--- src/rtl/tamagotchi_input_conditioner.sv ---
// -----------------------------------------------------------------------------
// tamagotchi_input_conditioner
//
// This block sits in front of the pet-state FSM. It turns raw board inputs into
// clean single-cycle pulses on clk and runs the HC-SR04 ultrasonic ranging
// cycle.
//
// Ports:
//   clk           in   system clock (50 MHz)
//   rst           in   synchronous reset, active-low
//   btn_feed_n    in   raw feed button, 0 = pressed
//   btn_heal_n    in   raw heal button, 0 = pressed
//   btn_state_n   in   raw select-stat button, 0 = pressed
//   btn_test_n    in   raw test-mode toggle button, 0 = pressed
//   ldr_dark      in   raw photoresistor comparator, 1 = dark
//   us_echo       in   raw ultrasonic echo
//   us_trig       out  ultrasonic trigger, high for TRIG_CYCLES per measurement
//   feeding       out  one-cycle pulse on feed press
//   healing       out  one-cycle pulse on heal press
//   change_state  out  one-cycle pulse on select press
//   test          out  one-cycle pulse on test press
//   light_out     out  one-cycle pulse per completed dark hold period
//   echo_sig      out  one-cycle pulse when the result goes from far to near
//   near_flag     out  level holding the result of the last measurement
// -----------------------------------------------------------------------------

// -----------------------------------------------------------------------------
// tamagotchi_debounce
//
// Debounces one synchronized active-low button. It emits a one-cycle pulse in
// the cycle after the debounced state changes from released to pressed.
//
// Ports:
//   clk         in   system clock
//   rst         in   synchronous reset, active-low
//   btnSync     in   synchronized button level, 0 = pressed
//   pressPulse  out  one-cycle press pulse
// -----------------------------------------------------------------------------
module tamagotchi_debounce #(
  parameter int DEBOUNCE_CYCLES = 1000000
) (
  input  logic clk,
  input  logic rst,
  input  logic btnSync,
  output logic pressPulse
);

  localparam int CNT_W = $clog2(DEBOUNCE_CYCLES > 1 ? DEBOUNCE_CYCLES : 2);
  localparam logic [CNT_W-1:0] CNT_LAST = CNT_W'(DEBOUNCE_CYCLES - 1);

  logic             stable;      // accepted level, 1 = released
  logic             stablePrev;  // stable delayed one cycle, for edge detection
  logic [CNT_W-1:0] cnt;

  // NOTE: sequential state uses non-blocking assignments so that every register
  // samples the pre-edge values, independent of statement order.
  always_ff @(posedge clk) begin
    if (!rst) begin
      stable     <= 1'b1;
      stablePrev <= 1'b1;
      cnt        <= '0;
      pressPulse <= 1'b0;
    end else begin
      stablePrev <= stable;
      pressPulse <= stablePrev & ~stable;
      if (btnSync == stable) begin
        cnt <= '0;
      end else if (cnt == CNT_LAST) begin
        stable <= btnSync;
        cnt    <= '0;
      end else begin
        cnt <= cnt + 1'b1;
      end
    end
  end

endmodule

module tamagotchi_input_conditioner #(
  parameter int DEBOUNCE_CYCLES     = 1000000,
  parameter int LIGHT_HOLD_CYCLES   = 25000000,
  parameter int TRIG_CYCLES         = 500,
  parameter int MEAS_PERIOD_CYCLES  = 3000000,
  parameter int ECHO_TIMEOUT_CYCLES = 1500000,
  parameter int NEAR_THRESH_CYCLES  = 29000
) (
  input  logic clk,
  input  logic rst,
  input  logic btn_feed_n,
  input  logic btn_heal_n,
  input  logic btn_state_n,
  input  logic btn_test_n,
  input  logic ldr_dark,
  input  logic us_echo,
  output logic us_trig,
  output logic feeding,
  output logic healing,
  output logic change_state,
  output logic test,
  output logic light_out,
  output logic echo_sig,
  output logic near_flag
);

  // ---------------------------------------------------------------------------
  // Input synchronizers. Bit order: feed, heal, state, test, ldr, echo.
  // The reset value is the inactive level of each input.
  // ---------------------------------------------------------------------------
  localparam logic [5:0] SYNC_IDLE = 6'b00_1111;

  logic [5:0] rawIn;
  logic [5:0] syncMeta;
  logic [5:0] syncOut;

  assign rawIn = {us_echo, ldr_dark, btn_test_n, btn_state_n, btn_heal_n, btn_feed_n};

  always_ff @(posedge clk) begin
    if (!rst) begin
      syncMeta <= SYNC_IDLE;
      syncOut  <= SYNC_IDLE;
    end else begin
      syncMeta <= rawIn;
      syncOut  <= syncMeta;
    end
  end

  logic ldrSync;
  logic echoSync;

  assign ldrSync  = syncOut[4];
  assign echoSync = syncOut[5];

  // ---------------------------------------------------------------------------
  // Buttons
  // ---------------------------------------------------------------------------
  logic [3:0] pressPulse;

  for (genvar i = 0; i < 4; i++) begin : gDebounce
    tamagotchi_debounce #(
      .DEBOUNCE_CYCLES(DEBOUNCE_CYCLES)
    ) uDebounce (
      .clk       (clk),
      .rst       (rst),
      .btnSync   (syncOut[i]),
      .pressPulse(pressPulse[i])
    );
  end

  assign feeding      = pressPulse[0];
  assign healing      = pressPulse[1];
  assign change_state = pressPulse[2];
  assign test         = pressPulse[3];

  // ---------------------------------------------------------------------------
  // Light: one pulse per LIGHT_HOLD_CYCLES of continuous darkness.
  // ---------------------------------------------------------------------------
  localparam int LIGHT_W = $clog2(LIGHT_HOLD_CYCLES > 1 ? LIGHT_HOLD_CYCLES : 2);
  localparam logic [LIGHT_W-1:0] LIGHT_LAST = LIGHT_W'(LIGHT_HOLD_CYCLES - 1);

  logic [LIGHT_W-1:0] darkCnt;

  always_ff @(posedge clk) begin
    if (!rst) begin
      darkCnt   <= '0;
      light_out <= 1'b0;
    end else begin
      light_out <= 1'b0;
      if (!ldrSync) begin
        darkCnt <= '0;
      end else if (darkCnt == LIGHT_LAST) begin
        darkCnt   <= '0;
        light_out <= 1'b1;
      end else begin
        darkCnt <= darkCnt + 1'b1;
      end
    end
  end

  // ---------------------------------------------------------------------------
  // Ultrasonic ranging
  // ---------------------------------------------------------------------------
  typedef enum logic [2:0] {
    IDLE,
    TRIG,
    WAIT_ECHO,
    MEASURE,
    EVAL
  } usStateT;

  localparam int PERIOD_W  = $clog2(MEAS_PERIOD_CYCLES > 1 ? MEAS_PERIOD_CYCLES : 2);
  localparam int PHASE_MAX = (TRIG_CYCLES > ECHO_TIMEOUT_CYCLES) ? TRIG_CYCLES
                                                                 : ECHO_TIMEOUT_CYCLES;
  localparam int PHASE_W   = $clog2(PHASE_MAX > 1 ? PHASE_MAX : 2);
  localparam int WIDTH_W   = $clog2(ECHO_TIMEOUT_CYCLES + 1);

  localparam logic [PERIOD_W-1:0] PERIOD_LAST  = PERIOD_W'(MEAS_PERIOD_CYCLES - 1);
  localparam logic [PHASE_W-1:0]  TRIG_LAST    = PHASE_W'(TRIG_CYCLES - 1);
  localparam logic [PHASE_W-1:0]  TIMEOUT_LAST = PHASE_W'(ECHO_TIMEOUT_CYCLES - 1);
  localparam logic [WIDTH_W-1:0]  WIDTH_MAX    = WIDTH_W'(ECHO_TIMEOUT_CYCLES);

  usStateT             state;
  usStateT             nextState;
  logic [PERIOD_W-1:0] periodCnt;
  logic [PHASE_W-1:0]  phaseCnt;   // cycles spent in TRIG or WAIT_ECHO
  logic [WIDTH_W-1:0]  widthCnt;   // echo high time seen in MEASURE
  logic                echoPrev;
  logic                periodWrap;
  logic                echoRise;
  logic                measNear;

  assign periodWrap = (periodCnt == PERIOD_LAST);
  assign echoRise   = echoSync & ~echoPrev;

  // A width that hit the timeout is far no matter how the thresholds compare.
  assign measNear = (widthCnt != '0) && (widthCnt != WIDTH_MAX) &&
                    (32'(widthCnt) < NEAR_THRESH_CYCLES);

  assign us_trig = (state == TRIG);

  always_ff @(posedge clk) begin
    if (!rst) begin
      state <= IDLE;
    end else begin
      state <= nextState;
    end
  end

  // NOTE: nextState gets its default before the case so that no path leaves it
  // unassigned, which would otherwise infer a latch.
  always_comb begin
    nextState = state;
    unique case (state)
      IDLE:      if (periodWrap) nextState = TRIG;
      TRIG:      if (phaseCnt == TRIG_LAST) nextState = WAIT_ECHO;
      WAIT_ECHO: begin
        if (echoRise) begin
          nextState = MEASURE;
        end else if (phaseCnt == TIMEOUT_LAST) begin
          nextState = EVAL;
        end
      end
      MEASURE:   if (!echoSync || widthCnt == WIDTH_MAX) nextState = EVAL;
      EVAL:      nextState = IDLE;
      default:   nextState = IDLE;
    endcase
  end

  // The period counter free-runs through measurements; a wrap seen outside
  // IDLE is simply not acted on, so that period produces no trigger.
  always_ff @(posedge clk) begin
    if (!rst) begin
      periodCnt <= '0;
      phaseCnt  <= '0;
      widthCnt  <= '0;
      echoPrev  <= 1'b0;
      near_flag <= 1'b0;
      echo_sig  <= 1'b0;
    end else begin
      periodCnt <= periodWrap ? '0 : periodCnt + 1'b1;
      echoPrev  <= echoSync;
      echo_sig  <= 1'b0;

      unique case (state)
        TRIG, WAIT_ECHO: phaseCnt <= (nextState != state) ? '0 : phaseCnt + 1'b1;
        default:         phaseCnt <= '0;
      endcase

      unique case (state)
        WAIT_ECHO: widthCnt <= '0;
        MEASURE:   if (echoSync && widthCnt != WIDTH_MAX) widthCnt <= widthCnt + 1'b1;
        EVAL: begin
          near_flag <= measNear;
          echo_sig  <= measNear & ~near_flag;
        end
        default: ;
      endcase
    end
  end

endmodule

--- config.mk ---
export PLATFORM = sky130hd
export DESIGN_NAME = tamagotchi_input_conditioner
export DESIGN_NICKNAME = d
export VERILOG_FILES = /design/src/rtl/tamagotchi_input_conditioner.sv
export SDC_FILE = /design/constraint.sdc
export NUM_CORES = 1
export LEC_CHECK = 0
export CAP_MARGIN = 20
export CORE_AREA = 8 8 149 151
export CTS_CLUSTER_DIAMETER = 60
export DETAILED_ROUTE_END_ITERATION = 6
export DIE_AREA = 0 0 157 159
export PLACE_DENSITY = 0.64
export SLEW_MARGIN = 30
export SYNTH_ARGS = -nofsm -noshare
export SYNTH_HDL_FRONTEND = slang
export SYNTH_SLANG_ARGS = --single-unit
--- constraint.sdc ---
create_clock -name clk -period 4.4 [get_ports clk]
set_clock_uncertainty 0.1 [all_clocks]
set_input_delay 0.88 -clock clk [delete_from_list [all_inputs] [get_ports clk]]
set_output_delay 0.88 -clock clk [all_outputs]
set_load 0.05 [all_outputs]
Word level (Yosys, flattened, before mapping). Index checks and enable logic that the tools add are counted.

Reduce and logical (&&, ||, !) cells: 23. Eq/ne operators: 20. Magnitude comparators: 1. Shift-type cells: 0. Mux-type cells: 9. Divide/modulo/power cells: 0. Add/subtract/negate cells: 8. Multiply operators: 0. Bitwise gates (word level): 19.

Operators with widths (count): 20-bit by 1-bit adder with 20-bit output, second input constant (4); 20-bit == test, second input constant (4); 21-bit by 1-bit adder with 21-bit output, second input constant (2); 21-bit == test, second input constant (2); 21-bit case mux with 2 select lines (1); 25-bit by 1-bit adder with 25-bit output, second input constant (1); 25-bit == test, second input constant (1); 22-bit by 1-bit adder with 22-bit output, second input constant (1); 22-bit == test, second input constant (1); 21-bit by 9-bit == test with 1-bit output, second input constant (1); 21-bit by 15-bit less-than comparator with 1-bit output, second input constant (1); 21-bit 2-to-1 mux (1); 21-bit != test, second input constant (1); 21-bit nonzero test (1); 3-bit OR reduction (6); 3-bit 2-to-1 mux (5); 2-bit AND reduction (7); 1-bit NOT (13); 3-bit case mux with 4 select lines (1); 1-bit bitwise AND (6); 3-bit by 2-bit == test with 1-bit output, second input constant (2); 1-bit == test (4); 2-bit OR reduction (2); 3-bit by 1-bit == test with 1-bit output, second input constant (1); 9 further kinds (11).

Bits of input ports: 8. Memories kept: 0. Memory bits (read-only): 0. RAM bits: 0. Bits in registers: 200. Latch bits: 0. Word-level logic and storage cells: 107.

Depth between registers and ports, before layout.
Depth in word-level cells: 6. Gate-level depth with buffers: 8.

Hierarchy. From an unflattened synthesis, not the netlist that was laid out.

Cell total of the unflattened synthesis: 996. Area total of the unflattened synthesis: 8956.1 um^2.

Modules (own cells, without submodules): tamagotchi_input_conditioner (seq. area each 2162.1 um^2, area each 4667.0 um^2, cells an instance 532, instances 1); tamagotchi_debounce (seq. area each 460.4 um^2, area each 1072.3 um^2, cells an instance 116, instances 4).

Least setup slack after synthesis. Ideal clock, no wire load.

Path type: register -> output. Start: register state[0]. End: output port us_trig. Stages on the path, launching flop included: 4. Arrival: 1.759 ns. Slack: 1.661 ns. Buffers on the path: 1. Path through: dfxtp_1 clkbuf_1 inv_1 nor3_1.

Cells in the longest elaborated chain, start to end: 1.

Ends and longest elaborated chain: from (decl) (RTL line 201) `usStateT state;`; from (signal assigned) (RTL line 224) `state <= nextState;`; 3-bit by 1-bit == test with 1-bit output (RTL line 218) `assign us_trig = (state == TRIG);`; to (decl) (RTL line 95) `output logic us_trig,`.

Every way passes these cells.

Worst setup path after layout. Ends and elaborated chain as after synthesis.

==> results.md <==
* Status: completed
* Mean Syn Cell Area at 8.63 um2
* Final period util at 0.735
* Final setup TNS at 0 ns
* Fmax at 0.309 GHz
* Layout cell share with drive strength beyond 1 at 0.0479
* Total Power at 3.41 mW
* RSZ-0062 raised after global routing: false
* Rows at 52
* CTS resizes at 0
* Post-detail-place hpwl at 10.7 mm
* Drt first pass iters at 5
* Chip width at 157 um
* Synthesized area at 0.00870 mm2
* Maximum fanout along the worst path at 10
* Yosys warnings at 0
* Max clock buf depth at 2
* ANT cells at 0
* Port Buffers at 15
* Largest net degree at the start of global routing at 26
* Synth Instances at 1009
* Clk root buf: clkbuf_16
* Initial antenna violation count at 0
* Final ANT Viol Nets at 0
* Unique cell type count in the Yosys netlist at 54
* CP endpoint kind: output pin
* Vias in the first global route at 6121
* Die area at 0.0250 mm2
* Pwr dens at 353 mW/mm2
* Most common cell after layout, fill and taps aside: dfxtp_1
* Startpoint types: flop
* Pins Over Slew Limit at 0
* Fillers at 1912
* Starting DRT DRC Count at 289
* Vias per cell at 5.03
* GR Overflow Total at 0
* Setup CP Type: flop to output pin
* Wire per inst at 12.2 um
* Total CTS buffers at 17
* Worst vdd ir at 0.244 mV
* # setup viols final at 0
* RD Place Congestion at 0.824
* Post-CTS setup buffers at 0
* Max Cap Viol at 0
* Initial Util at 0.439
* Max transition margin at 0.426
* Least-Margin Pin Slew at 0.862 ns
* Worst-Skew Late Latency at 0.44 ns
* TritonCTS clock tree: yes
* Post-synth top area share at 0.460
* Num ports at 16
* Crit path arrival time at 2.25 ns
* Ranking of synthesized cells by area: dfxtp_1 (46%), nor2_1 (8.5%), xor2_1 (7.1%)
* First-pass GRT wire length at 28.0 mm
* Die Span Y at 159 um
* Area added between synthesis and finish at 11.1%
* DRC at 0
* Drt total wl at 15.8 mm
* Syn nets at 1026
* Dominant synthesized flop cell: dfxtp_1
* Minimum clock period at 3.23 ns
* Core ar. at 0.0198 mm2
* Yosys top cell by area: dfxtp_1
* Final hold violations at 0
* Clock sink count at 200
* Register area share after synthesis at 0.460
* Data required, critical path at 3.42 ns
* Clock-pin slew on the worst setup and hold paths at 0.08 ns
* # hold bufs at CTS at 0
* #FFs+latches synth at 200
* GRT Util Overall at 0.134
* Hold Path Class: flop to flop
* Via count at 6504
* Synth async-reset ratio at 0
* H-tree levels at 4
* Number of flops mapped to enable cells by yosys at 0
* NumNets Final at 1028
* Most frequent cells in the layout: dfxtp_1 (200), nor2_1 (196), nand2_1 (74)
* Leak at 3.07 nW
sequential cells by signal (all words and copies together) (netlist names), 6 cells and up:
name / flops
periodCnt: 22
syncMeta: 6
phaseCnt: 21
darkCnt: 25
gDebounce.uDebounce.cnt: 80
widthCnt: 21
syncOut: 6
Yosys cell counts (4+ instances only):
cell	instances
a21oi_1	15
nand4_1	36
and4_1	13
nand2b_1	18
nand2_1	74
and3_1	30
inv_1	27
nor2b_1	4
dfxtp_1	200
nor2_1	196
nand3_1	70
mux2i_1	8
buf_2	5
xnor2_1	69
nor4_1	25
nand3b_1	6
o21ai_0	5
clkbuf_1	25
o31ai_1	9
and2_1	5
xor2_1	71
nor3b_1	6
or4_1	13
nor3_1	26
ha_1	9
power breakdown:
group          internal [mW]  switching (mW)  total (mW)
combinational         0.0155          0.0267      0.0422
clock                  0.772           0.771        1.54
sequential              1.82         0.00611        1.82
per-stage QoR:
stage	util	hold slack [ns]	area (um2)	worst slack, ns	cells
after detailed placement	0.457	0.291	9070	1.65	1262
final	0.487	0.304	9670	1.17	1294
after global placement	0.457	0.288	9060	1.63	1262
after floorplan	-	0.286	8700	1.66	1009
after CTS	0.487	0.307	9660	1.16	1294
after global routing	0.487	0.321	9670	1.02	1294
routing by layer:
| metal | up-vias | wire (um) | part of all wire | global-route usage |
|---|---|---|---|---|
| met5 | - | 0 | 0 | 0 |
| met4 | 0 | 110 | 0.0070 | 0.0472 |
| met3 | 7 | 501 | 0.032 | 0.0301 |
| met2 | 57 | 7180 | 0.45 | 0.211 |
| met1 | 2994 | 8010 | 0.51 | 0.176 |
| li1 | 3446 | - | - | - |
kinds of logic after synthesis:
group           Yosys count  share of synthesized area
fa+ha+maj                 9                     0.0129
xor+xnor                140                      0.141
simple gates            544                      0.312
buf+inv                  63                     0.0299
compound gates           45                     0.0352
flops                   200                      0.460
mux                       8                    0.00920
worst paths after layout:
kind                                                        start                           endpoint  slack, ns  cells after the start
worst max register to register                       phaseCnt[11]                        phaseCnt[9]       1.90                      6
worst min-delay path            gDebounce[0].uDebounce.stablePrev  gDebounce[0].uDebounce.pressPulse       0.30                      2
worst min register to register  gDebounce[0].uDebounce.stablePrev  gDebounce[0].uDebounce.pressPulse       0.30                      2
worst max-delay path                                     state[0]                            us_trig       1.17                      3
worst max-delay path: stages, from the launching register on:
cell and delay (ns):
dfxtp_1 0.49, inv_1 0.16, nor3_1 0.30, clkdlybuf4s50_1 0.88
cell type report:
class / instances / area (um2) / area share
clock buffer: 17 / 425 / 0.0440
clock inverter: 15 / 168 / 0.0173
inverter: 27 / 101 / 0.0105
multi-input combinational: 746 / 4450 / 0.461
sequential: 200 / 4000 / 0.414
tap: 270 / 338 / 0.0350
timing repair buffer: 19 / 175 / 0.0181
No activity file was read; power rests on OpenSTA's default activity.
